`config.mk`:
```
export PLATFORM = sky130hd
export DESIGN_NAME = matris_is_zamanlayici_flat
export DESIGN_NICKNAME = d
export VERILOG_FILES = /design/src/rtl/matris_is_zamanlayici_if.sv /design/src/rtl/matris_is_zamanlayici.sv /design/src/flat_wrapper.sv
export SDC_FILE = /design/constraint.sdc
export NUM_CORES = 1
export LEC_CHECK = 0
export CAP_MARGIN = 20
export CORE_AREA = 2 2 269 271
export CTS_BUF_LIST = sky130_fd_sc_hd__clkbuf_4
export DETAILED_ROUTE_END_ITERATION = 7
export DIE_AREA = 0 0 271 273
export PLACE_DENSITY_LB_ADDON = 0.2
export SLEW_MARGIN = 20
export SYNTH_ARGS = -nofsm -noshare
export SYNTH_HDL_FRONTEND = slang
export SYNTH_SLANG_ARGS = --single-unit
```
`constraint.sdc`:
```
create_clock -name clk_g -period 8.65 [get_ports clk_g]
set_input_delay 1.73 -clock clk_g [delete_from_list [all_inputs] [get_ports clk_g]]
set_output_delay 1.73 -clock clk_g [all_outputs]
set_load 0.005 [all_outputs]
```
`src/rtl/matris_is_zamanlayici_if.sv`:
```
// Host job channel and multiplier start handshake of the matrix job scheduler.
// master: host/multiplier side, slave: the scheduler itself.
interface matris_is_zamanlayici_if #(
    parameter int unsigned ADRES_BIT  = 32,
    parameter int unsigned KIMLIK_BIT = 4
);
    logic [ADRES_BIT-1:0]  is_boyut_g;
    logic [ADRES_BIT-1:0]  is_adres1_g;
    logic [ADRES_BIT-1:0]  is_adres2_g;
    logic [ADRES_BIT-1:0]  is_adres_sonuc_g;
    logic                  is_gecerli_g;
    logic                  is_hazir_c;
    logic [KIMLIK_BIT-1:0] is_kimlik_c;
    logic                  is_red_c;

    logic [ADRES_BIT-1:0]  at_boyut_c;
    logic [ADRES_BIT-1:0]  at_adres1_c;
    logic [ADRES_BIT-1:0]  at_adres2_c;
    logic [ADRES_BIT-1:0]  at_adres_sonuc_c;
    logic                  at_gecerli_c;
    logic                  at_mesgul_g;

    modport master (
        output is_boyut_g, is_adres1_g, is_adres2_g, is_adres_sonuc_g, is_gecerli_g,
        input  is_hazir_c, is_kimlik_c, is_red_c,
        input  at_boyut_c, at_adres1_c, at_adres2_c, at_adres_sonuc_c, at_gecerli_c,
        output at_mesgul_g
    );

    modport slave (
        input  is_boyut_g, is_adres1_g, is_adres2_g, is_adres_sonuc_g, is_gecerli_g,
        output is_hazir_c, is_kimlik_c, is_red_c,
        output at_boyut_c, at_adres1_c, at_adres2_c, at_adres_sonuc_c, at_gecerli_c,
        input  at_mesgul_g
    );
endinterface

```
`src/rtl/matris_is_zamanlayici.sv`:
```
// Matrix multiply job queue: buffers host jobs in a FIFO and dispatches them one
// at a time to the multiplier, reporting completion IDs and start timeouts.
module matris_is_zamanlayici #(
    parameter int unsigned ADRES_BIT  = 32,
    parameter int unsigned DERINLIK   = 4,
    parameter int unsigned KIMLIK_BIT = 4,
    parameter int unsigned MAKS_BOYUT = 4,
    parameter int unsigned BASLA_SURE = 8
) (
    input  logic                      clk_g,
    input  logic                      resetn,
    matris_is_zamanlayici_if.slave    bus,
    output logic                      bitti_c,
    output logic [KIMLIK_BIT-1:0]     bitti_kimlik_c,
    output logic                      zaman_asimi_c,
    output logic [$clog2(DERINLIK):0] doluluk_c
);
    localparam int unsigned PTR_W  = $clog2(DERINLIK);
    localparam int unsigned SAY_W  = PTR_W + 1;
    localparam int unsigned SURE_W = $clog2(BASLA_SURE + 1);

    typedef struct packed {
        logic [ADRES_BIT-1:0]  boyut;
        logic [ADRES_BIT-1:0]  adres1;
        logic [ADRES_BIT-1:0]  adres2;
        logic [ADRES_BIT-1:0]  adres_sonuc;
        logic [KIMLIK_BIT-1:0] kimlik;
    } is_t;

    typedef enum logic [3:0] {
        BOSTA       = 4'b0001,
        GONDER      = 4'b0010,
        BASLA_BEKLE = 4'b0100,
        CALISMA     = 4'b1000
    } durum_t;

    is_t                   mem_q [DERINLIK];
    logic [PTR_W-1:0]      wr_q, wr_d, rd_q, rd_d;
    logic [SAY_W-1:0]      say_q, say_d;
    logic [KIMLIK_BIT-1:0] kimlik_q, kimlik_d;
    logic [SURE_W-1:0]     sure_q, sure_d;
    logic                  red_q, red_d;
    logic                  zaman_q, zaman_d;
    durum_t                durum_q, durum_d;
    is_t                   at_q, at_d;

    logic dolu_c, bos_c, hazir_c, boyut_ok_c, kabul_c, push_c, pop_c;
    is_t  bas_c, yeni_c;

    // Accept logic, FIFO bookkeeping and dispatch FSM
    always_comb begin
        dolu_c     = (say_q == SAY_W'(DERINLIK));
        bos_c      = (say_q == '0);
        hazir_c    = resetn & ~dolu_c & ~zaman_q;
        boyut_ok_c = (bus.is_boyut_g != '0) && (bus.is_boyut_g <= ADRES_BIT'(MAKS_BOYUT));
        kabul_c    = bus.is_gecerli_g & hazir_c;
        push_c     = kabul_c & boyut_ok_c;
        bas_c      = mem_q[rd_q];

        yeni_c.boyut       = bus.is_boyut_g;
        yeni_c.adres1      = bus.is_adres1_g;
        yeni_c.adres2      = bus.is_adres2_g;
        yeni_c.adres_sonuc = bus.is_adres_sonuc_g;
        yeni_c.kimlik      = kimlik_q;

        durum_d = durum_q;
        sure_d  = sure_q;
        zaman_d = zaman_q;
        at_d    = at_q;
        pop_c   = 1'b0;
        bitti_c = 1'b0;

        case (durum_q)
            BOSTA: begin
                if (!bos_c && !bus.at_mesgul_g) begin
                    durum_d = GONDER;
                    at_d    = bas_c;
                end
            end
            GONDER: begin
                durum_d = BASLA_BEKLE;
                sure_d  = '0;
            end
            BASLA_BEKLE: begin
                // Once timed out the queue stays frozen until reset
                if (!zaman_q) begin
                    if (bus.at_mesgul_g) begin
                        durum_d = CALISMA;
                    end else if (sure_q == SURE_W'(BASLA_SURE - 1)) begin
                        zaman_d = 1'b1;
                    end else begin
                        sure_d = sure_q + SURE_W'(1);
                    end
                end
            end
            CALISMA: begin
                if (!bus.at_mesgul_g && resetn) begin
                    pop_c   = 1'b1;
                    bitti_c = 1'b1;
                    durum_d = BOSTA;
                end
            end
            default: durum_d = BOSTA;
        endcase

        wr_d = push_c ? wr_q + PTR_W'(1) : wr_q;
        rd_d = pop_c  ? rd_q + PTR_W'(1) : rd_q;
        case ({push_c, pop_c})
            2'b10:   say_d = say_q + SAY_W'(1);
            2'b01:   say_d = say_q - SAY_W'(1);
            default: say_d = say_q;
        endcase
        kimlik_d = push_c ? kimlik_q + KIMLIK_BIT'(1) : kimlik_q;
        red_d    = kabul_c & ~boyut_ok_c;
    end

    always_ff @(posedge clk_g) begin
        if (!resetn) begin
            wr_q     <= '0;
            rd_q     <= '0;
            say_q    <= '0;
            kimlik_q <= '0;
            sure_q   <= '0;
            red_q    <= 1'b0;
            zaman_q  <= 1'b0;
            durum_q  <= BOSTA;
            at_q     <= '0;
        end else begin
            wr_q     <= wr_d;
            rd_q     <= rd_d;
            say_q    <= say_d;
            kimlik_q <= kimlik_d;
            sure_q   <= sure_d;
            red_q    <= red_d;
            zaman_q  <= zaman_d;
            durum_q  <= durum_d;
            at_q     <= at_d;
        end
    end

    // Job storage; contents need no reset since the pointers gate every read
    always_ff @(posedge clk_g) begin
        if (push_c) begin
            mem_q[wr_q] <= yeni_c;
        end
    end

    assign bus.is_hazir_c       = hazir_c;
    assign bus.is_kimlik_c      = kimlik_q;
    assign bus.is_red_c         = red_q;
    assign bus.at_boyut_c       = at_q.boyut;
    assign bus.at_adres1_c      = at_q.adres1;
    assign bus.at_adres2_c      = at_q.adres2;
    assign bus.at_adres_sonuc_c = at_q.adres_sonuc;
    assign bus.at_gecerli_c     = (durum_q == GONDER);
    assign bitti_kimlik_c       = bitti_c ? bas_c.kimlik : '0;
    assign zaman_asimi_c        = zaman_q;
    assign doluluk_c            = say_q;
endmodule

```
`src/flat_wrapper.sv`:
```
// flat-port wrapper written by rule: the top's interface ports become plain ports
module matris_is_zamanlayici_flat 
#(
    parameter int unsigned ADRES_BIT  = 32,
    parameter int unsigned DERINLIK   = 4,
    parameter int unsigned KIMLIK_BIT = 4,
    parameter int unsigned MAKS_BOYUT = 4,
    parameter int unsigned BASLA_SURE = 8
)
  (clk_g, resetn, bitti_c, bitti_kimlik_c, zaman_asimi_c, doluluk_c, bus_is_boyut_g, bus_is_adres1_g, bus_is_adres2_g, bus_is_adres_sonuc_g, bus_is_gecerli_g, bus_is_hazir_c, bus_is_kimlik_c, bus_is_red_c, bus_at_boyut_c, bus_at_adres1_c, bus_at_adres2_c, bus_at_adres_sonuc_c, bus_at_gecerli_c, bus_at_mesgul_g);
  matris_is_zamanlayici_if #(.ADRES_BIT(ADRES_BIT), .KIMLIK_BIT(KIMLIK_BIT)) bus_i ();
  input  logic clk_g;
  input  logic resetn;
  output logic bitti_c;
  output logic [KIMLIK_BIT-1:0] bitti_kimlik_c;
  output logic zaman_asimi_c;
  output logic [$clog2(DERINLIK):0] doluluk_c;
  input wire logic [$bits(bus_i.is_boyut_g)-1:0] bus_is_boyut_g;
  input wire logic [$bits(bus_i.is_adres1_g)-1:0] bus_is_adres1_g;
  input wire logic [$bits(bus_i.is_adres2_g)-1:0] bus_is_adres2_g;
  input wire logic [$bits(bus_i.is_adres_sonuc_g)-1:0] bus_is_adres_sonuc_g;
  input wire logic [$bits(bus_i.is_gecerli_g)-1:0] bus_is_gecerli_g;
  output wire logic [$bits(bus_i.is_hazir_c)-1:0] bus_is_hazir_c;
  output wire logic [$bits(bus_i.is_kimlik_c)-1:0] bus_is_kimlik_c;
  output wire logic [$bits(bus_i.is_red_c)-1:0] bus_is_red_c;
  output wire logic [$bits(bus_i.at_boyut_c)-1:0] bus_at_boyut_c;
  output wire logic [$bits(bus_i.at_adres1_c)-1:0] bus_at_adres1_c;
  output wire logic [$bits(bus_i.at_adres2_c)-1:0] bus_at_adres2_c;
  output wire logic [$bits(bus_i.at_adres_sonuc_c)-1:0] bus_at_adres_sonuc_c;
  output wire logic [$bits(bus_i.at_gecerli_c)-1:0] bus_at_gecerli_c;
  input wire logic [$bits(bus_i.at_mesgul_g)-1:0] bus_at_mesgul_g;
  assign bus_i.is_boyut_g = bus_is_boyut_g;
  assign bus_i.is_adres1_g = bus_is_adres1_g;
  assign bus_i.is_adres2_g = bus_is_adres2_g;
  assign bus_i.is_adres_sonuc_g = bus_is_adres_sonuc_g;
  assign bus_i.is_gecerli_g = bus_is_gecerli_g;
  assign bus_is_hazir_c = bus_i.is_hazir_c;
  assign bus_is_kimlik_c = bus_i.is_kimlik_c;
  assign bus_is_red_c = bus_i.is_red_c;
  assign bus_at_boyut_c = bus_i.at_boyut_c;
  assign bus_at_adres1_c = bus_i.at_adres1_c;
  assign bus_at_adres2_c = bus_i.at_adres2_c;
  assign bus_at_adres_sonuc_c = bus_i.at_adres_sonuc_c;
  assign bus_at_gecerli_c = bus_i.at_gecerli_c;
  assign bus_i.at_mesgul_g = bus_at_mesgul_g;
  matris_is_zamanlayici #(.ADRES_BIT(ADRES_BIT), .DERINLIK(DERINLIK), .KIMLIK_BIT(KIMLIK_BIT), .MAKS_BOYUT(MAKS_BOYUT), .BASLA_SURE(BASLA_SURE)) u_core (.clk_g(clk_g), .resetn(resetn), .bus(bus_i), .bitti_c(bitti_c), .bitti_kimlik_c(bitti_kimlik_c), .zaman_asimi_c(zaman_asimi_c), .doluluk_c(doluluk_c));
endmodule
```
==> After elaboration in Yosys (flattened, before gate mapping) <==
Memories as Yosys holds them, arrays and structs flattened. A register that Yosys moved wholly into a read port is not among the register bits.
Index checks and enable logic that the tools add are counted.
{ "classes": {"n_eq_ne": 14, "shift": 0, "n_mul": 0, "order_cmp": 1, "n_mux": 20, "bitwise_logic": 8, "reduce_logical": 12, "addsub": 6, "n_div": 0} }
{ "op_table": {"columns": ["cell", "n"], "rows": [
  ["$le 32x3->1 const B", 1],
  ["$mux 4", 8],
  ["$reduce_bool 32->1", 1],
  ["$pmux 4 s4", 1],
  ["$add 4x1->4 const B", 2],
  ["$eq 4x3->1 const B", 2],
  ["$ne 2x2->1 const B", 4],
  ["$pmux 4 s2", 1],
  ["$reduce_and 4->1", 2],
  ["$mux 1", 7],
  ["$pmux 3 s2", 1],
  ["$and 1x1->1", 5],
  ["$add 2x1->2 const B", 2],
  ["$eq 4x1->1 const B", 1],
  ["$eq 4x2->1 const B", 1],
  ["$eq 4x4->1 const B", 1],
  ["$mux 2", 2],
  ["$ne 2x1->1 const B", 2],
  ["$reduce_bool 2->1", 2],
  ["$add 3x1->3 const B", 1],
  ["$eq 3x3->1 const B", 1],
  ["$logic_and 1x1->1", 3],
  ["$logic_not 3->1", 1],
  ["$not 1->1", 3],
  ["5 further kinds", 6]
]} }
{ "word_totals": {"ramBits": 528, "ff_bits": 149, "mem_bits_ro": 0, "wordCells": 74, "latch_bits": 0, "inputBits": 132, "memories": 1} }
{ "memory_table": {"columns": ["name", "depth", "width", "rd", "rd_clocked_by_memory_dff", "wr", "line_no", "source"], "rows": [
  ["u_core.mem_q", 4, 132, 1, 1, 1, "matris_is_zamanlayici.sv:37", "is_t mem_q [DERINLIK];"]
]} }

==> Logic depth before layout (Yosys ltp) <==
Gate-level depths: netlist of run 1.
{ "logic_depth": {"depth_word": 8, "mapped_depth": 10, "mapped_depth_nobuf": 10} }

==> Worst setup path after synthesis of run 1 <==
No wires, ideal clock.
{ "synth_path": {"path_kind": "input to register", "start": "in bus_is_boyut_g[1]", "end": "mem u_core.mem_q[0][0] in the netlist's numbering (enable)", "path_stages": 4, "setup_ps": 507, "path_buffers": 0, "t_required_ps": 8143, "arrival_time_ps": 5782, "slack_ps": 2361, "path_cell_list": "o21a_1 a2111o_1 nor3_2 and2_1"} }
{ "synth_between": {"elab_chain_cells": 5, "elab_cells_between_ends": 6, "classes_between": "order compare: 1; mux: 2; bitwise: 1; reduce/logical: 2"} }
{ "synth_rtl": {"columns": ["item", "line_no", "source"], "rows": [
  ["from (decl)", "flat_wrapper.sv:18", "input wire logic [$bits(bus_i.is_boyut_g)-1:0] bus_is_boyut_g;"],
  ["$le 32x3->1 or $reduce_bool 32->1 (tied branches)", "matris_is_zamanlayici.sv:55", "boyut_ok_c = (bus.is_boyut_g != '0) && (bus.is_boyut_g <= ADRES_BIT'(MAKS_BOYUT));"],
  ["$logic_and 1x1->1 (*)", "matris_is_zamanlayici.sv:55", null],
  ["$and 1x1->1 (*)", "matris_is_zamanlayici.sv:57", "push_c = kabul_c & boyut_ok_c;"],
  ["$mux 1 (*)", "matris_is_zamanlayici.sv:143", "if (push_c) begin"],
  ["$mux 1 (implied by the code) (*)", "matris_is_zamanlayici.sv:144", "mem_q[wr_q] <= yeni_c;"],
  ["to (decl)", "matris_is_zamanlayici.sv:37", null]
]} }
Every way passes the cells marked *; elsewhere a longest branch is shown, timed or not.

==> Worst setup path in the final report of run 1 <==
{ "layout_path": {"start": "in resetn", "end": "out bus_is_hazir_c"} }
{ "layout_between": {"elab_chain_cells": 2} }
{ "layout_rtl": {"columns": ["item", "line_no", "source"], "rows": [
  ["from (decl)", "flat_wrapper.sv:13", "input logic resetn;"],
  ["$and 1x1->1 (2 in a row)", "matris_is_zamanlayici.sv:54", "hazir_c = resetn & ~dolu_c & ~zaman_q;"],
  ["to (decl)", "flat_wrapper.sv:23", "output wire logic [$bits(bus_i.is_hazir_c)-1:0] bus_is_hazir_c;"]
]} }
Every way passes these cells.

==> results of run 1 <==
==> layout make-up <==
cell class | count | area share (%)
antenna | 3 | 0.0243
clock buffer | 294 | 7.15
clock inverter | 38 | 0.685
inverter | 11 | 0.150
multi-input combinational | 631 | 17.5
sequential | 679 | 61.2
tap | 950 | 3.85
timing repair buffer | 285 | 9.40
==> logic make-up (layout without fill, tap and decap cells) <==
| kind of cell | count (synthesis) | count (layout) | share of synthesized area (%) |
|---|---|---|---|
| other cells | 0 | 3 | 0 |
| buf+inv | 86 | 628 | 1.45 |
| mux | 136 | 136 | 12.2 |
| compound gates | 157 | 157 | 3.43 |
| simple gates | 326 | 326 | 5.64 |
| fa+ha+maj | 8 | 8 | 0.437 |
| flops | 679 | 679 | 76.7 |
| xor+xnor | 4 | 4 | 0.142 |
==> synthesized netlist by cell type (all sizes together) (2+ instances only) <==
| cell | number | area, um^2 |
|---|---|---|
| a211oi | 4 | 30.0 |
| o21ai | 4 | 20.0 |
| nand3 | 4 | 20.0 |
| ha | 7 | 87.6 |
| nand4 | 5 | 31.3 |
| or3 | 3 | 18.8 |
| mux2i | 4 | 40.0 |
| o31ai | 4 | 30.0 |
| nor2b | 5 | 31.3 |
| edfxtp | 528 | 15900 |
| xor2 | 4 | 35.0 |
| nor3 | 4 | 25.0 |
| a21oi | 135 | 676 |
| and2 | 6 | 38.8 |
| nor4b | 2 | 38.8 |
| o21a | 5 | 37.5 |
| or4 | 4 | 31.3 |
| buf | 25 | 124 |
| inv | 11 | 41.3 |
| dfxtp | 151 | 3020 |
| nand2 | 265 | 995 |
| mux4 | 132 | 2970 |
| clkbuf | 49 | 184 |
| nand2b | 2 | 12.5 |
| nor4 | 8 | 50.1 |
| nand3b | 2 | 15.0 |
| nor2 | 11 | 41.3 |
| and4 | 2 | 17.5 |
==> power by group through the flow <==
stage	combinational (W)	sequential (W)	clock [W]
floorplan	0.0000128	0.00358	0
global placement	0.000106	0.00358	0
detailed placement	0.000110	0.00358	0
CTS	0.000110	0.00351	0.00300
global route	0.000117	0.00350	0.00316
finish	0.000109	0.00351	0.00288
==> worst max-delay path, delay by kind of cell <==
family          cells  cell delay, ns
compound gates      1            0.65
buf+inv             3            1.86
==> per-layer routing <==
metal,vias up,track usage [%],wire length (um)
met5,-,0,67
met4,10,5.77,1220
met3,105,5.35,3710
met2,401,26.1,28700
met1,7045,19.6,24800
li1,6300,-,-
==> state kept, by name, summed over array words and instances, names as in the netlist, named ones only <==
| register | cells |
|---|---|
| u_core.durum_q | 4 |
| u_core.sure_q | 4 |
| u_core.bus.is_kimlik_c | 4 |
| u_core.zaman_asimi_c | 1 |
| u_core.wr_q | 2 |
| u_core.bus.at_adres1_c | 32 |
| u_core.doluluk_c | 3 |
| u_core.bus.at_adres_sonuc_c | 32 |
| u_core.mem_q | 528 |
| u_core.bus.at_boyut_c | 32 |
| u_core.bus.is_red_c | 1 |
| u_core.bus.at_adres2_c | 32 |
| u_core.rd_q | 2 |
==> worst paths after layout <==
check	end	slack [ns]	depth (start not counted)	startpoint
hold / removal	u_core.bus.at_boyut_c[11]	0.45	2	u_core.bus.at_boyut_c[11]
hold reg to reg	u_core.bus.at_boyut_c[11]	0.45	2	u_core.bus.at_boyut_c[11]
setup reg to reg	u_core.mem_q[1][18]	5.20	5	u_core.zaman_asimi_c
setup / recovery	bus_is_hazir_c	2.67	4	resetn
==> per-stage QoR <==
step	total power (W)	util, %	area [um^2]	setup WS (ns)	std cells
after floorplan	0.00359	-	24600	2.36	1396
after global placement	0.00368	40.1	28400	2.55	2556
after detailed placement	0.00369	40.1	28400	2.57	2556
after CTS	0.00661	43.5	30900	2.55	2888
after global routing	0.00678	43.5	30900	2.45	2890
final	0.00649	43.5	30900	2.67	2891
==> cells in the final DEF (no fill, tap or decap), types with 2 or more instances in the layout <==
cell / instances
inv_2: 2
nand4_1: 5
o31ai_1: 4
mux4_2: 132
a21oi_1: 135
inv_1: 10
nand2b_1: 2
buf_12: 6
o21ai_0: 4
ha_1: 7
or3_1: 3
a211oi_1: 4
dfxtp_4: 2
clkbuf_4: 294
and4_1: 2
nand3b_1: 2
mux2i_1: 4
clkinv_2: 2
buf_4: 4
nor2_1: 11
o21a_1: 5
edfxtp_1: 528
nor2b_1: 5
and2_4: 4
bufinv_16: 2
nor4_1: 8
clkdlybuf4s50_1: 275
diode_2: 3
nor3_1: 3
nand2_1: 265
clkinv_1: 29
inv_6: 2
nand3_1: 3
or4_1: 3
xor2_1: 4
dfxtp_1: 149
==> metrics.yaml, run 1 <==
worstPathRequired_ns: 6.92
dieArea_um2: 74000
rows: 98
drv_slew: 0
die_h_um: 273
crit_path_end_kind: "primary output"
drive_above_1_share_pct: 23.7
async_reset_ff_share_pct: 0
critPathLaunchType: "input port"
postRouteAntennaNets: 0
cts-resized-gates: 0
num_vias: 13861
clk_pin_slew_ns: 0.06
syn_inst: 1396
cp_cell_sequence: "clkdlybuf4s50_1 -> inv_6 -> a211oi_1 -> clkdlybuf4s50_1"
gp_congestion: 0.698
crit_path_max_fanout: 87
hold_viol: 0
fmax_mhz: 167
antenna_found_initial: 7
slew_headroom_pct: 28.3
min_path_type: "register to register"
clockRootBuffer: "clkbuf_4"
status: "completed"
synth_area_um2: 24600
totalWireLength_mm: 58.5
nets: 1928
skew_ns: 0.0689
port_buffers: 275
wire_per_inst_um: 20.2
switching_power_w: 0.00134
multi_input_area_um2: 5420
gr-total-overflow: 0
fin_crit_sh_pct: 69.1
hold_ws_ns: 0.452
power_frac_comb_pct: 1.7
period_minus_slack_ns: 5.98
grt_usage_pct: 15.9
grt_max_degree: 102
die_x_um: 271
crit_type: "input port to primary output"
setup_tns_ns: 0
io_pins: 276
ys_seq_area_share_pct: 76.7
viasPerCell: 4.79
synth_cell_types: 44
drc: 0
clock_power_share_pct: 44.3
drtIter0Drc: 635
p_int_w: 0.00515
cts_buffer_depth: 3
worst_pin_slew_ns: 1.07
hold_buffers: 0
post-cts-setup-buffer-count: 0
core_um2: 71000
regArea_um2: 18900
ir_drop_v: 0.0000766
first_global_vias: 14528
areaGrowthSynthToFinish_pct: 25.3
powerDensity_nw_per_um2: 210
ys_ff_latch: 679
max_stage_delay_ns: 0.84
cts.sinks: 679
initial_core_util_pct: 34.7
slowest_stage: "clkdlybuf4s50_1"
crit_top_cell: "clkdlybuf4s50_1"
grt_pass1_wl_mm: 87.6
synth_edf_count: 528
drv_cap: 0
worstPathArrival_ns: 4.25
tritoncts: "built"
clk_latency_ns: 0.98
synth_nets: 1536
h-tree-depth: 4
p_seq_share_pct: 54.0
p_leak_nw: 9.68
nFillCells: 6416
setup_viol: 0
numCtsBuffers: 180
drt-pass1-iter-count: 4
ys.warnings.count: 0
syn_area_per_cell_um2: 17.6
swShare_pct: 20.6
synthFlopType: "edfxtp_1"
rsz0062_at_grt: "no"
dp_hpwl_mm: 31.6
(Power assumes the default switching activity.)
==> run 2, diff against run 1 <==
Clock period 8.65 ns to 5.7 ns, I/O delays scaled along.
==> run 2 against run 1 <==
Net effect:
- sequential power grew 52%
- count of clock-buffer cells in the layout shrank 5
- routed wire length rose by 2.2%
- worst hold slack about the same
- utilization grew 0.28 points
- combinational power grew 54%
- clock skew fell by 0.018 ns
- via count down 0.19%
- setup slack worse by 1.5 ns
- clock power is 52% higher
- sequential share of layout area decreased by 0.40 points
- largest power group unchanged
==> metrics.yaml, run 2 (synthesis gave the netlist of run 1 again) <==
rows: 98
nets: 1946
setup_tns_ns: 0
min_from: "u_core.bus.at_adres2_c[29]"
startpoint: "resetn"
grt_max_degree: 83
skew_ns: 0.0513
drt-pass1-iter-count: 7
dieArea_um2: 74000
gp_congestion: 0.703
p_leak_nw: 9.76
largest_reg_flops: 528
regMostFlops: "u_core.mem_q"
status: "completed"
first_global_vias: 14948
clk_latency_ns: 1.00
slew_headroom_pct: 35.1
clockRootBuffer: "clkbuf_4"
initial_core_util_pct: 34.7
worst_pin_slew_ns: 0.974
gr-total-overflow: 0
crit_path_max_fanout: 14
cts_buffer_depth: 3
cts-resized-gates: 0
postRouteAntennaNets: 0
die_h_um: 273
core_um2: 71000
io_pins: 276
antenna_found_initial: 10
fmax_mhz: 221
h-tree-depth: 4
areaGrowthSynthToFinish_pct: 26.2
hold_viol: 0
drv_cap: 0
hold_ws_ns: 0.452
final_common_cell: "edfxtp_1"
crit_path_end_kind: "primary output"
numCtsBuffers: 183
worstPathArrival_ns: 3.38
post-cts-setup-buffer-count: 0
drtIter0Drc: 746
clk_pin_slew_ns: 0.06
tritoncts: "built"
drv_slew: 0
wire_per_inst_um: 20.5
crit_type: "input port to primary output"
fin_crit_sh_pct: 79.3
nFillCells: 6373
hold_buffers: 0
drc: 0
powerDensity_nw_per_um2: 318
setup_viol: 0
num_vias: 13835
ir_drop_v: 0.000157
dp_hpwl_mm: 34.5
totalWireLength_mm: 59.8
drive_above_1_share_pct: 24.2
die_x_um: 271
multi_input_area_um2: 5420
grt_usage_pct: 16.4
regArea_um2: 18900
period_minus_slack_ns: 4.52
critPathLaunchType: "input port"
cts.sinks: 679
port_buffers: 275
rsz0062_at_grt: "no"
worstPathRequired_ns: 4.56
grt_pass1_wl_mm: 89.9
layout_common_cells: "edfxtp_1, clkbuf_4, clkdlybuf4s50_1"
viasPerCell: 4.74
min_path_type: "register to register"
## run 2: final cells by class
cell class | count | share of cell area, %
Antenna cell | 7 | 0.0564
Timing Repair Buffer | 300 | 9.87
Tap cell | 950 | 3.83
Sequential cell | 679 | 60.8
Clock inverter | 52 | 0.894
Inverter | 11 | 0.149
Multi-Input combinational cell | 631 | 17.4
Clock buffer | 289 | 6.98
## run 2: per-layer routing
layer | vias to the layer above | wire [um] | GRT usage [%]
li1 | 6344 | - | -
met3 | 98 | 3760 | 5.72
met4 | 12 | 1020 | 5.58
met2 | 351 | 29900 | 27.3
met1 | 7030 | 25100 | 19.8
met5 | - | 79 | 0
## run 2: worst paths after layout
kind / to / slack [ns] / depth (start not counted)
hold reg to reg: u_core.bus.at_adres2_c[29] / 0.45 / 2
setup / recovery: bitti_c / 1.18 / 6
hold / removal: u_core.bus.at_adres2_c[29] / 0.45 / 2
setup reg to reg: u_core.bus.at_adres2_c[21] / 2.55 / 5
## run 2: through the flow
step	power (W)	instances	area, um^2	worst slack [ns]	utilization, %
2_1_floorplan	0.00545	1396	24600	0.00129	-
3_3_place_gp	0.00559	2571	28600	1.07	40.3
3_5_place_dp	0.00560	2571	28600	1.02	40.3
4_1_cts	0.0101	2912	31000	1.10	43.7
5_1_grt	0.0103	2918	31100	1.04	43.8
6_report	0.00988	2919	31100	1.18	43.8
## run 2: power by group
part	switching, W	leakage [nW]	internal (W)
combinational	0.0000833	2.34	0.0000848
clock	0.00200	1.45	0.00239
sequential	0.0000000712	5.97	0.00532
## run 2: worst max-delay path: stages
cell	delay, ns
clkdlybuf4s50_1	0.46
buf_4	0.21
nor3b_1	0.32
nand3_1	0.44
inv_1	0.21
clkdlybuf4s50_1	0.59
==> run 3, diff against run 2 <==
Clock period 5.7 ns to 4.25 ns, I/O delays scaled along.
==> run 3 against run 2 <==
Net effect:
- via count increased by 0.17%
- clock power increased by 34%
- final cell count decreased by 0.17%
- design area increased by 0.25%
- first-iteration DRC count increased by 6.3%
- routed wire length decreased by 1.3%
- register-to-register slack got worse by 0.93 ns
- critical endpoint unchanged
- global-route usage decreased by 0.22 points
- utilization increased by 0.11 points
- worst hold slack about the same
- non-clock buffer count increased by 3
- sequential cell count unchanged
==> metrics.yaml, run 3 (synthesis gave the netlist of run 1 again) <==
status: "completed"
power_frac_comb_pct: 1.7
slew_headroom_pct: 42.5
cts.sinks: 679
setup_viol: 0
placedCellCount: 2574
h-tree-depth: 4
period_minus_slack_ns: 3.73
skew_ns: 0.0584
ir_drop_v: 0.000308
p_seq_share_pct: 53.9
rows: 98
worst_pin_slew_ns: 0.863
multi_input_area_um2: 5420
switching_power_w: 0.00277
tritoncts: "built"
hold_ws_ns: 0.452
min_path_type: "register to register"
io_pins: 276
port_buffers: 275
clk_pin_slew_ns: 0.06
critPathLaunchType: "register"
clk_latency_ns: 0.97
hold_viol: 0
final_util_pct: 43.9
cp.depth: 5
cp_cell_sequence: "nor3b_1 -> nand3_1 -> buf_4 -> inv_1 -> clkdlybuf4s50_1"
slowest_stage: "clkdlybuf4s50_1"
clock_power_share_pct: 44.4
max_stage_delay_ns: 0.65
nets: 1946
gp_congestion: 0.725
finalNonFillerCells: 2914
numCtsBuffers: 180
clockRootBuffer: "clkbuf_4"
critical-path-top-delay-family: "buffers and inverters"
regArea_um2: 18900
num_vias: 13858
first_global_vias: 14837
fin_crit_sh_pct: 87.7
crit_type: "register to primary output"
largest_reg_flops: 528
endpoint: "bitti_c"
swShare_pct: 20.9
finish.instance_area_um2: 31100
worstPathArrival_ns: 2.88
startpoint: "u_core.durum_q[0]"
antenna_found_initial: 9
regMostFlops: "u_core.mem_q"
grt_max_degree: 143
powerDensity_nw_per_um2: 425
p_leak_nw: 9.77
final_common_cell: "edfxtp_1"
grt_pass1_wl_mm: 89.1
setup_tns_ns: 0
areaGrowthSynthToFinish_pct: 26.5
die_x_um: 271
nFillCells: 6345
wire_per_inst_um: 20.3
rsz0062_at_grt: "no"
post-cts-setup-buffer-count: 0
path_buf_inv: 3
cts_buffer_depth: 3
cts-resized-gates: 0
drtIter0Drc: 793
grt_usage_pct: 16.1
core_um2: 71000
die_h_um: 273
worstReg2RegEnd: "u_core.bus.at_adres2_c[3]"
worstRegToRegCells: 5
worstPathRequired_ns: 3.40
dieArea_um2: 74000
drive_above_1_share_pct: 24.3
drc: 0
fmax_mhz: 268
r2r_slack_ns: 1.62
p_int_w: 0.0105
viasPerCell: 4.76
placed_area_um2: 28700
gr-total-overflow: 0
min_from: "u_core.bus.at_adres1_c[11]"
drv_slew: 0
crit_path_end_kind: "primary output"
crit_path_max_fanout: 7
drv_cap: 0
initial_core_util_pct: 34.7
whs_path_depth: 2
postRouteAntennaNets: 0
totalWireLength_mm: 59.1
drt-pass1-iter-count: 5
hold_buffers: 0
dp_hpwl_mm: 34.3
layout_common_cells: "edfxtp_1, clkbuf_4, clkdlybuf4s50_1"
-- run 3: cell types whose count changed in the layout (fill, tap and decap cells not counted), sizes merged --
| cell | delta |
|---|---|
| clkinvlp | +3 |
| clkbuf | -5 |
| diode | -5 |
| inv | -1 |
| buf | +3 |
| clkinv | -1 |
| bufinv | +1 |
-- run 3: worst min path at each step --
stage,end,slack [ns]
finish,u_core.bus.at_adres1_c[11],0.45
global route,u_core.bus.is_red_c,0.39
CTS,u_core.bus.is_red_c,0.32
detailed placement,u_core.bus.at_adres2_c[31],0.45
global placement,u_core.bus.at_adres2_c[31],0.44
floorplan,u_core.bus.at_adres1_c[0],0.45
-- run 3: area by class of cell --
type | count | share of cell area, %
diodes | 2 | 0.0161
clock buffers | 284 | 6.85
flip-flops and latches | 679 | 60.6
clock inverters | 54 | 1.03
repair buffers | 303 | 10.1
well taps | 950 | 3.82
inverters | 11 | 0.149
multi-input cells | 631 | 17.4
-- run 3: worst min-delay path: cells and delay by family (launching register included) --
family	cells	cell delay, ns
DFF	1	0.30
and+or+nand+nor	1	0.05
AOI/OAI and AO/OA	1	0.05
-- run 3: stage by stage --
stage	worst slack, ns	total power [W]
2_1_floorplan	0.294	0.00731
3_3_place_gp	0.575	0.00750
3_5_place_dp	0.495	0.00751
4_1_cts	0.326	0.0135
5_1_grt	0.159	0.0138
6_report	0.521	0.0133
-- run 3: power groups by stage --
stage               sequential [W]  combinational (W)  clock (W)
floorplan                  0.00728          0.0000260          0
global placement           0.00728           0.000219          0
detailed placement         0.00728           0.000229          0
CTS                        0.00713           0.000229    0.00615
global route               0.00713           0.000244    0.00647
finish                     0.00714           0.000226    0.00589
-- run 3: routing by layer --
layer	GRT usage (%)	wire length (um)
met2	26.1	28900
met5	0	66
met1	20.1	24800
met3	5.39	4160
met4	6.09	1090
